File: src/rtl/axis_eth_frame_source.sv
// Test-frame source for one 32-bit AXI-Stream TX lane. Each frame carries a
// programmed Ethernet header, a 32-bit sequence number and an incrementing
// byte payload. FCS is left to the downstream MAC.
module axis_eth_frame_source #(
  parameter int unsigned MAX_FRAME_LEN = 1514,
  parameter int unsigned MIN_FRAME_LEN = 60
) (
  input  logic        aclk,
  input  logic        areset_n,
  input  logic        start,
  input  logic        stop,
  input  logic [15:0] frame_len,
  input  logic [15:0] frame_count,
  input  logic [7:0]  ifg_cycles,
  input  logic [47:0] dst_mac,
  input  logic [47:0] src_mac,
  input  logic [15:0] ethertype,
  output logic        axi_tx_tvalid,
  input  logic        axi_tx_tready,
  output logic [31:0] axi_tx_tdata,
  output logic [3:0]  axi_tx_tkeep,
  output logic        axi_tx_tlast,
  output logic        axi_tx_tuser,
  output logic        busy,
  output logic        done,
  output logic [31:0] frames_sent
);

  typedef enum logic [1:0] {StIdle, StSend, StGap} state_e;

  state_e      state_q, state_d;
  logic [15:0] beat_q, beat_d;
  logic [7:0]  gap_q, gap_d;
  // Sequence number and frames_sent are the same count: both clear on start
  // and step on every tlast handshake.
  logic [31:0] seq_q, seq_d;
  logic        stop_pend_q, stop_pend_d;
  logic        done_q, done_d;

  // Burst configuration, captured once per accepted start.
  logic [15:0] len_q;
  logic [15:0] last_beat_q;
  logic [15:0] count_q;
  logic [7:0]  ifg_q;
  logic [47:0] dst_q, src_q;
  logic [15:0] eth_q;

  logic [15:0] len_clamped;
  logic [15:0] len_round;
  logic        cfg_load;
  logic        handshake;
  logic        last_beat;
  logic        stop_now;
  logic        burst_end;
  logic [31:0] seq_inc;

  assign cfg_load  = (state_q == StIdle) && start && !stop;
  assign handshake = axi_tx_tvalid && axi_tx_tready;
  assign last_beat = (beat_q == last_beat_q);
  assign stop_now  = stop_pend_q || stop;
  assign seq_inc   = seq_q + 32'd1;
  assign burst_end = (count_q != 16'd0) && (seq_inc == {16'd0, count_q});
  assign len_round = len_clamped + 16'd3;

  // Clamp the requested length into the legal frame range.
  always_comb begin
    len_clamped = frame_len;
    if (frame_len < 16'(MIN_FRAME_LEN)) begin
      len_clamped = 16'(MIN_FRAME_LEN);
    end else if (frame_len > 16'(MAX_FRAME_LEN)) begin
      len_clamped = 16'(MAX_FRAME_LEN);
    end
  end

  // Latch configuration on start acceptance; later changes are ignored.
  always_ff @(posedge aclk) begin
    if (!areset_n) begin
      len_q       <= 16'd0;
      last_beat_q <= 16'd0;
      count_q     <= 16'd0;
      ifg_q       <= 8'd0;
      dst_q       <= 48'd0;
      src_q       <= 48'd0;
      eth_q       <= 16'd0;
    end else if (cfg_load) begin
      len_q       <= len_clamped;
      last_beat_q <= (len_round >> 2) - 16'd1;
      count_q     <= frame_count;
      ifg_q       <= ifg_cycles;
      dst_q       <= dst_mac;
      src_q       <= src_mac;
      eth_q       <= ethertype;
    end
  end

  // FSM and counter state register.
  always_ff @(posedge aclk) begin
    if (!areset_n) begin
      state_q     <= StIdle;
      beat_q      <= 16'd0;
      gap_q       <= 8'd0;
      seq_q       <= 32'd0;
      stop_pend_q <= 1'b0;
      done_q      <= 1'b0;
    end else begin
      state_q     <= state_d;
      beat_q      <= beat_d;
      gap_q       <= gap_d;
      seq_q       <= seq_d;
      stop_pend_q <= stop_pend_d;
      done_q      <= done_d;
    end
  end

  // Next-state logic: frame sequencing, gap timing, stop and burst end.
  always_comb begin
    state_d     = state_q;
    beat_d      = beat_q;
    gap_d       = gap_q;
    seq_d       = seq_q;
    stop_pend_d = stop_pend_q || (stop && (state_q != StIdle));
    done_d      = 1'b0;
    unique case (state_q)
      StIdle: begin
        if (start && !stop) begin
          state_d     = StSend;
          beat_d      = 16'd0;
          seq_d       = 32'd0;
          stop_pend_d = 1'b0;
        end
      end
      StSend: begin
        if (handshake) begin
          if (last_beat) begin
            beat_d = 16'd0;
            seq_d  = seq_inc;
            if (burst_end || stop_now) begin
              state_d     = StIdle;
              done_d      = 1'b1;
              stop_pend_d = 1'b0;
            end else if (ifg_q != 8'd0) begin
              state_d = StGap;
              gap_d   = ifg_q;
            end
          end else begin
            beat_d = beat_q + 16'd1;
          end
        end
      end
      StGap: begin
        if (gap_q <= 8'd1) begin
          gap_d = 8'd0;
          if (stop_now) begin
            state_d     = StIdle;
            done_d      = 1'b1;
            stop_pend_d = 1'b0;
          end else begin
            state_d = StSend;
          end
        end else begin
          gap_d = gap_q - 8'd1;
        end
      end
      default: state_d = StIdle;
    endcase
  end

  // Beat assembly: header+sequence for bytes 0-17, then payload (k-18) mod 256.
  // Outputs derive only from registered state, so they hold during stalls.
  always_comb begin
    logic [143:0] hdr;
    logic [17:0]  k;
    logic [17:0]  pay;
    logic [7:0]   byte_v;
    int           idx;
    hdr          = {dst_q, src_q, eth_q, seq_q};
    axi_tx_tdata = 32'd0;
    axi_tx_tkeep = 4'd0;
    k            = 18'd0;
    pay          = 18'd0;
    byte_v       = 8'd0;
    idx          = 0;
    if (state_q == StSend) begin
      for (int l = 0; l < 4; l++) begin
        k = {beat_q, 2'b00} + 18'(l);
        if (k < {2'b00, len_q}) begin
          if (k < 18'd18) begin
            idx    = 8 * (17 - int'(k));
            byte_v = hdr[idx +: 8];
          end else begin
            pay    = k - 18'd18;
            byte_v = pay[7:0];
          end
          axi_tx_tkeep[l]        = 1'b1;
          axi_tx_tdata[8*l +: 8] = byte_v;
        end
      end
    end
  end

  assign axi_tx_tvalid = (state_q == StSend);
  assign axi_tx_tlast  = (state_q == StSend) && last_beat;
  assign axi_tx_tuser  = 1'b0;
  assign busy          = (state_q != StIdle);
  assign done          = done_q;
  assign frames_sent   = seq_q;

endmodule

File: config.mk
export PLATFORM = sky130hd
export DESIGN_NAME = axis_eth_frame_source
export DESIGN_NICKNAME = d
export VERILOG_FILES = /design/src/rtl/axis_eth_frame_source.sv
export SDC_FILE = /design/constraint.sdc
export NUM_CORES = 1
export LEC_CHECK = 0
export ABC_AREA = 1
export CAP_MARGIN = 15
export CORE_MARGIN = 2
export CORE_UTILIZATION = 45
export CTS_CLUSTER_SIZE = 12
export DETAILED_ROUTE_END_ITERATION = 10
export MAX_ROUTING_LAYER = met4
export PLACE_DENSITY_LB_ADDON = 0.05
export SYNTH_ARGS = -nofsm -noshare
export SYNTH_HDL_FRONTEND = slang
export SYNTH_SLANG_ARGS = --single-unit
export TNS_END_PERCENT = 30
File: constraint.sdc
create_clock -name aclk -period 3.1 [get_ports aclk]
set_input_delay 0.62 -clock aclk [delete_from_list [all_inputs] [get_ports aclk]]
set_output_delay 0.62 -clock aclk [all_outputs]
set_load 0.05 [all_outputs]
==> flow_summary_export.csv <==
group,metric,value,unit
final_layout,layout_commonest_cell,"nor2_1",
power,pwr-share-seq,0.320,
sta,finClkSkew,18.1,ps
sta,fmax,0.304,GHz
run_status,violations,"setup timing",
global_routing,grt_pass1_wl,70.4,mm
drt,vias,13700,
worst_setup_path,worstPathMaxFanout,12,
sta,rsz0062_at_grt,"yes",
clocking,path_clk_slew,60,ps
final_layout,drive_above_1_share,0.159,
drt,drcViolationCount,0,
placement,dp_cells,2424,
clocking,cts_made_buffers,27,
worst_setup_path,critPathKind,"register to output pin",
worst_setup_path,crit_cells,11,
sta,fin_ws,-189,ps
floorplanning,die-area,0.0288,mm²
final_layout,area_growth,42.7,%
power,p_leak,7.15,nW
sta,worst_pin_slew,607,ps
clocking,cts_tree,"built",
placement,io_buffers,228,
yosys,postSynth.asyncResetShare,0,
drt,antenna_left,0,
floorplanning,fp.dieH,170,µm
final_layout,most-common-layout-cells,"nor2_1, nand2_1, dfxtp_1",
power,p_int,6.73,mW
worst_setup_path,max_stage_delay,360,ps
yosys,synth_enable_flop_cells,0,
power,combPwrFrac,0.411,
worst_setup_path,start_kind,"register",
final_layout,final_nets,2337,
power,p_clk_frac,0.269,
worst_setup_path,worstPathRequired,2480,ps
worst_setup_path,path_delay_family,"simple AND/OR/NAND/NOR gates",
worst_setup_path,crit_top_cell,"nor2_4",
worst_setup_path,cp_num_buf_inv,4,
global_routing,grt_max_degree,135,
drt,drtIter0Drc,1210,
clocking,clock_latency,550,ps
run_status,status,"finished with violations",
yosys,ys_seq_area_frac,0.367,
global_routing,antenna_found_initial,2,
worst_setup_path,cp_slowest_cell,"dfxtp_4",
yosys,syn_inst,1893,
sta,maxSlewHeadroom,0.595,
drt,viasPerCell,5.46,
floorplanning,core_area,0.0270,mm²
yosys,syn_area_per_cell,6.54,µm²
sta,drv_slew,0,
sta,holdWs,451,ps
yosys,synth_cell_types,47,
power,vdd_drop_max,0.447,mV
clocking,clock_path_buffers,3,
sta,hold_viol,0,
yosys,synth_seq_cells,227,
worst_setup_path,worstPathCellList,"nor4_2, nand4_1, nor2_2, inv_2, nor2_4, clkinvlp_4, buf_8, nor2_4, a22oi_2, nor2_4, buf_12",
global_routing,grt_pass1_vias,13200,
yosys,yosysWarnings,0,
placement,place_congestion,0.933,
worst_hold_path,min_path_cells,2,
global_routing,gr-total-overflow,0,
sta,setup_viol,30,
power,power_density,618,mW/mm²
yosys,ys.flop_type,"dfxtp_1",
clocking,htree_levels,1,
global_routing,grtUsageTotal,0.319,
floorplanning,die_x,170,µm
job,cap_violations,0,
yosys,netlist_area,0.0124,mm²
drt,wl_per_cell,18.2,µm
clocking,cts_sinks,227,
power,p_switching,4.19,mW
placement,place_area,0.0158,mm²
drt,drtPass1Iterations,6,
floorplanning,io_pins,230,
yosys,syn_nets,2078,
floorplanning,start_util,0.459,
sta,fin_crit,3290,ps
worst_setup_path,end_kind,"output pin",
placement,dp_hpwl,32.4,mm
worst_setup_path,r2r_cells,18,
sta,period_share,1.06,
floorplanning,num_rows,60,
drt,drt-total-wl,45.8,mm
worst_setup_path,arrival,2670,ps
final_layout,final_area,0.0177,mm²
clocking,root_buffer,"clkbuf_16",
power,p_sw_frac,0.384,
final_layout,finalNonFillerCells,2510,
worst_hold_path,hp-class,"register to register",
## worst register-to-register path, delay by kind of cell, from the launching register on
kind,cells,cell delay [ps]
simple gates,17,2020
flops,1,400
fa+ha+maj,1,250
## final timing paths
path	startpoint	endpoint	slack [ps]
worst min register to register	last_beat_q[10]$_SDFFE_PN0P_	last_beat_q[10]$_SDFFE_PN0P_	450
worst max-delay path	beat_q[10]$_SDFFE_PN0P_	axi_tx_tdata[12]	-190
worst max register to register	frames_sent[1]$_SDFFE_PN0P_	gap_q[0]$_SDFFE_PN0P_	350
worst min-delay path	last_beat_q[10]$_SDFFE_PN0P_	last_beat_q[10]$_SDFFE_PN0P_	450
## Yosys cell counts (15+ instances only)
master / count / share of area
nor3_1: 27 / 0.011
inv_1: 169 / 0.051
o21ai_0: 212 / 0.086
nor2_1: 415 / 0.13
ha_1: 28 / 0.028
clkbuf_1: 82 / 0.025
xor2_1: 21 / 0.015
a32o_1: 15 / 0.012
o22ai_1: 38 / 0.019
a21oi_1: 120 / 0.049
nand2_1: 317 / 0.096
dfxtp_1: 227 / 0.37
nand3_1: 76 / 0.031
## state kept, by name, indices dropped and copies added (netlist names), 15 cells and up
register	count
beat_q	16
count_q	16
dst_q	48
eth_q	16
frames_sent	32
last_beat_q	15
len_q	16
src_q	48
## per-layer routing
layer / vias up / GRT usage / part of all wire
met5: - / - / 0
met4: 0 / 0.114 / 0.037
met3: 112 / 0.0481 / 0.070
met2: 540 / 0.520 / 0.46
met1: 6311 / 0.402 / 0.43
li1: 6739 / - / -
## through the flow
stage	power, mW	util	setup WS (ps)	TNS (ps)
4_1_cts	10.8	0.642	-201	-3360
6_report	10.9	0.655	-189	-3010
5_1_grt	11.5	0.655	-261	-6090
2_1_floorplan	5.96	-	-266	-1790
3_5_place_dp	7.41	0.586	26.4	0
3_3_place_gp	7.37	0.586	70.5	0
## logic make-up (layout without fill, tap and decap cells)
logic type | count (synthesis) | in the layout | share of synthesized area
and+or+nand+nor | 896 | 896 | 0.300
xor gates and xnor gates | 35 | 35 | 0.0248
buffers and inverters | 276 | 550 | 0.0859
other | 1 | 3 | 0.000303
DFF | 227 | 227 | 0.367
adders and majority gates | 28 | 28 | 0.0283
AOI/OAI and AO/OA | 430 | 430 | 0.193
## power by group through the flow
stage | logic [mW] | registers [mW] | clock network (mW)
after CTS | 4.31 | 3.48 | 2.97
after global placement | 3.83 | 3.54 | 0
after detailed placement | 3.86 | 3.55 | 0
after global routing | 4.83 | 3.53 | 3.09
final | 4.49 | 3.49 | 2.93
after floorplan | 2.49 | 3.47 | 0
## what timing repair did
| item | CTS | global route |
|---|---|---|
| setup buffers | 24 | 13 |
| resized for setup | 106 | 66 |
| cloned | 4 | 0 |
| pin swaps | 27 | 20 |
| hold buffers | 0 | 0 |
| endpoints found under the setup margin | 35 | 35 |
## final cells by class
cell class	instances	area, µm²
fill	2386	9290
multi-input combinational	1390	7550
sequential	227	4590
timing repair buffer	327	3600
clock buffer	40	764
inverter	179	692
tap	341	427
clock inverter	4	23.8
antenna	2	5.00
Power figures use the tool's default switching activity.
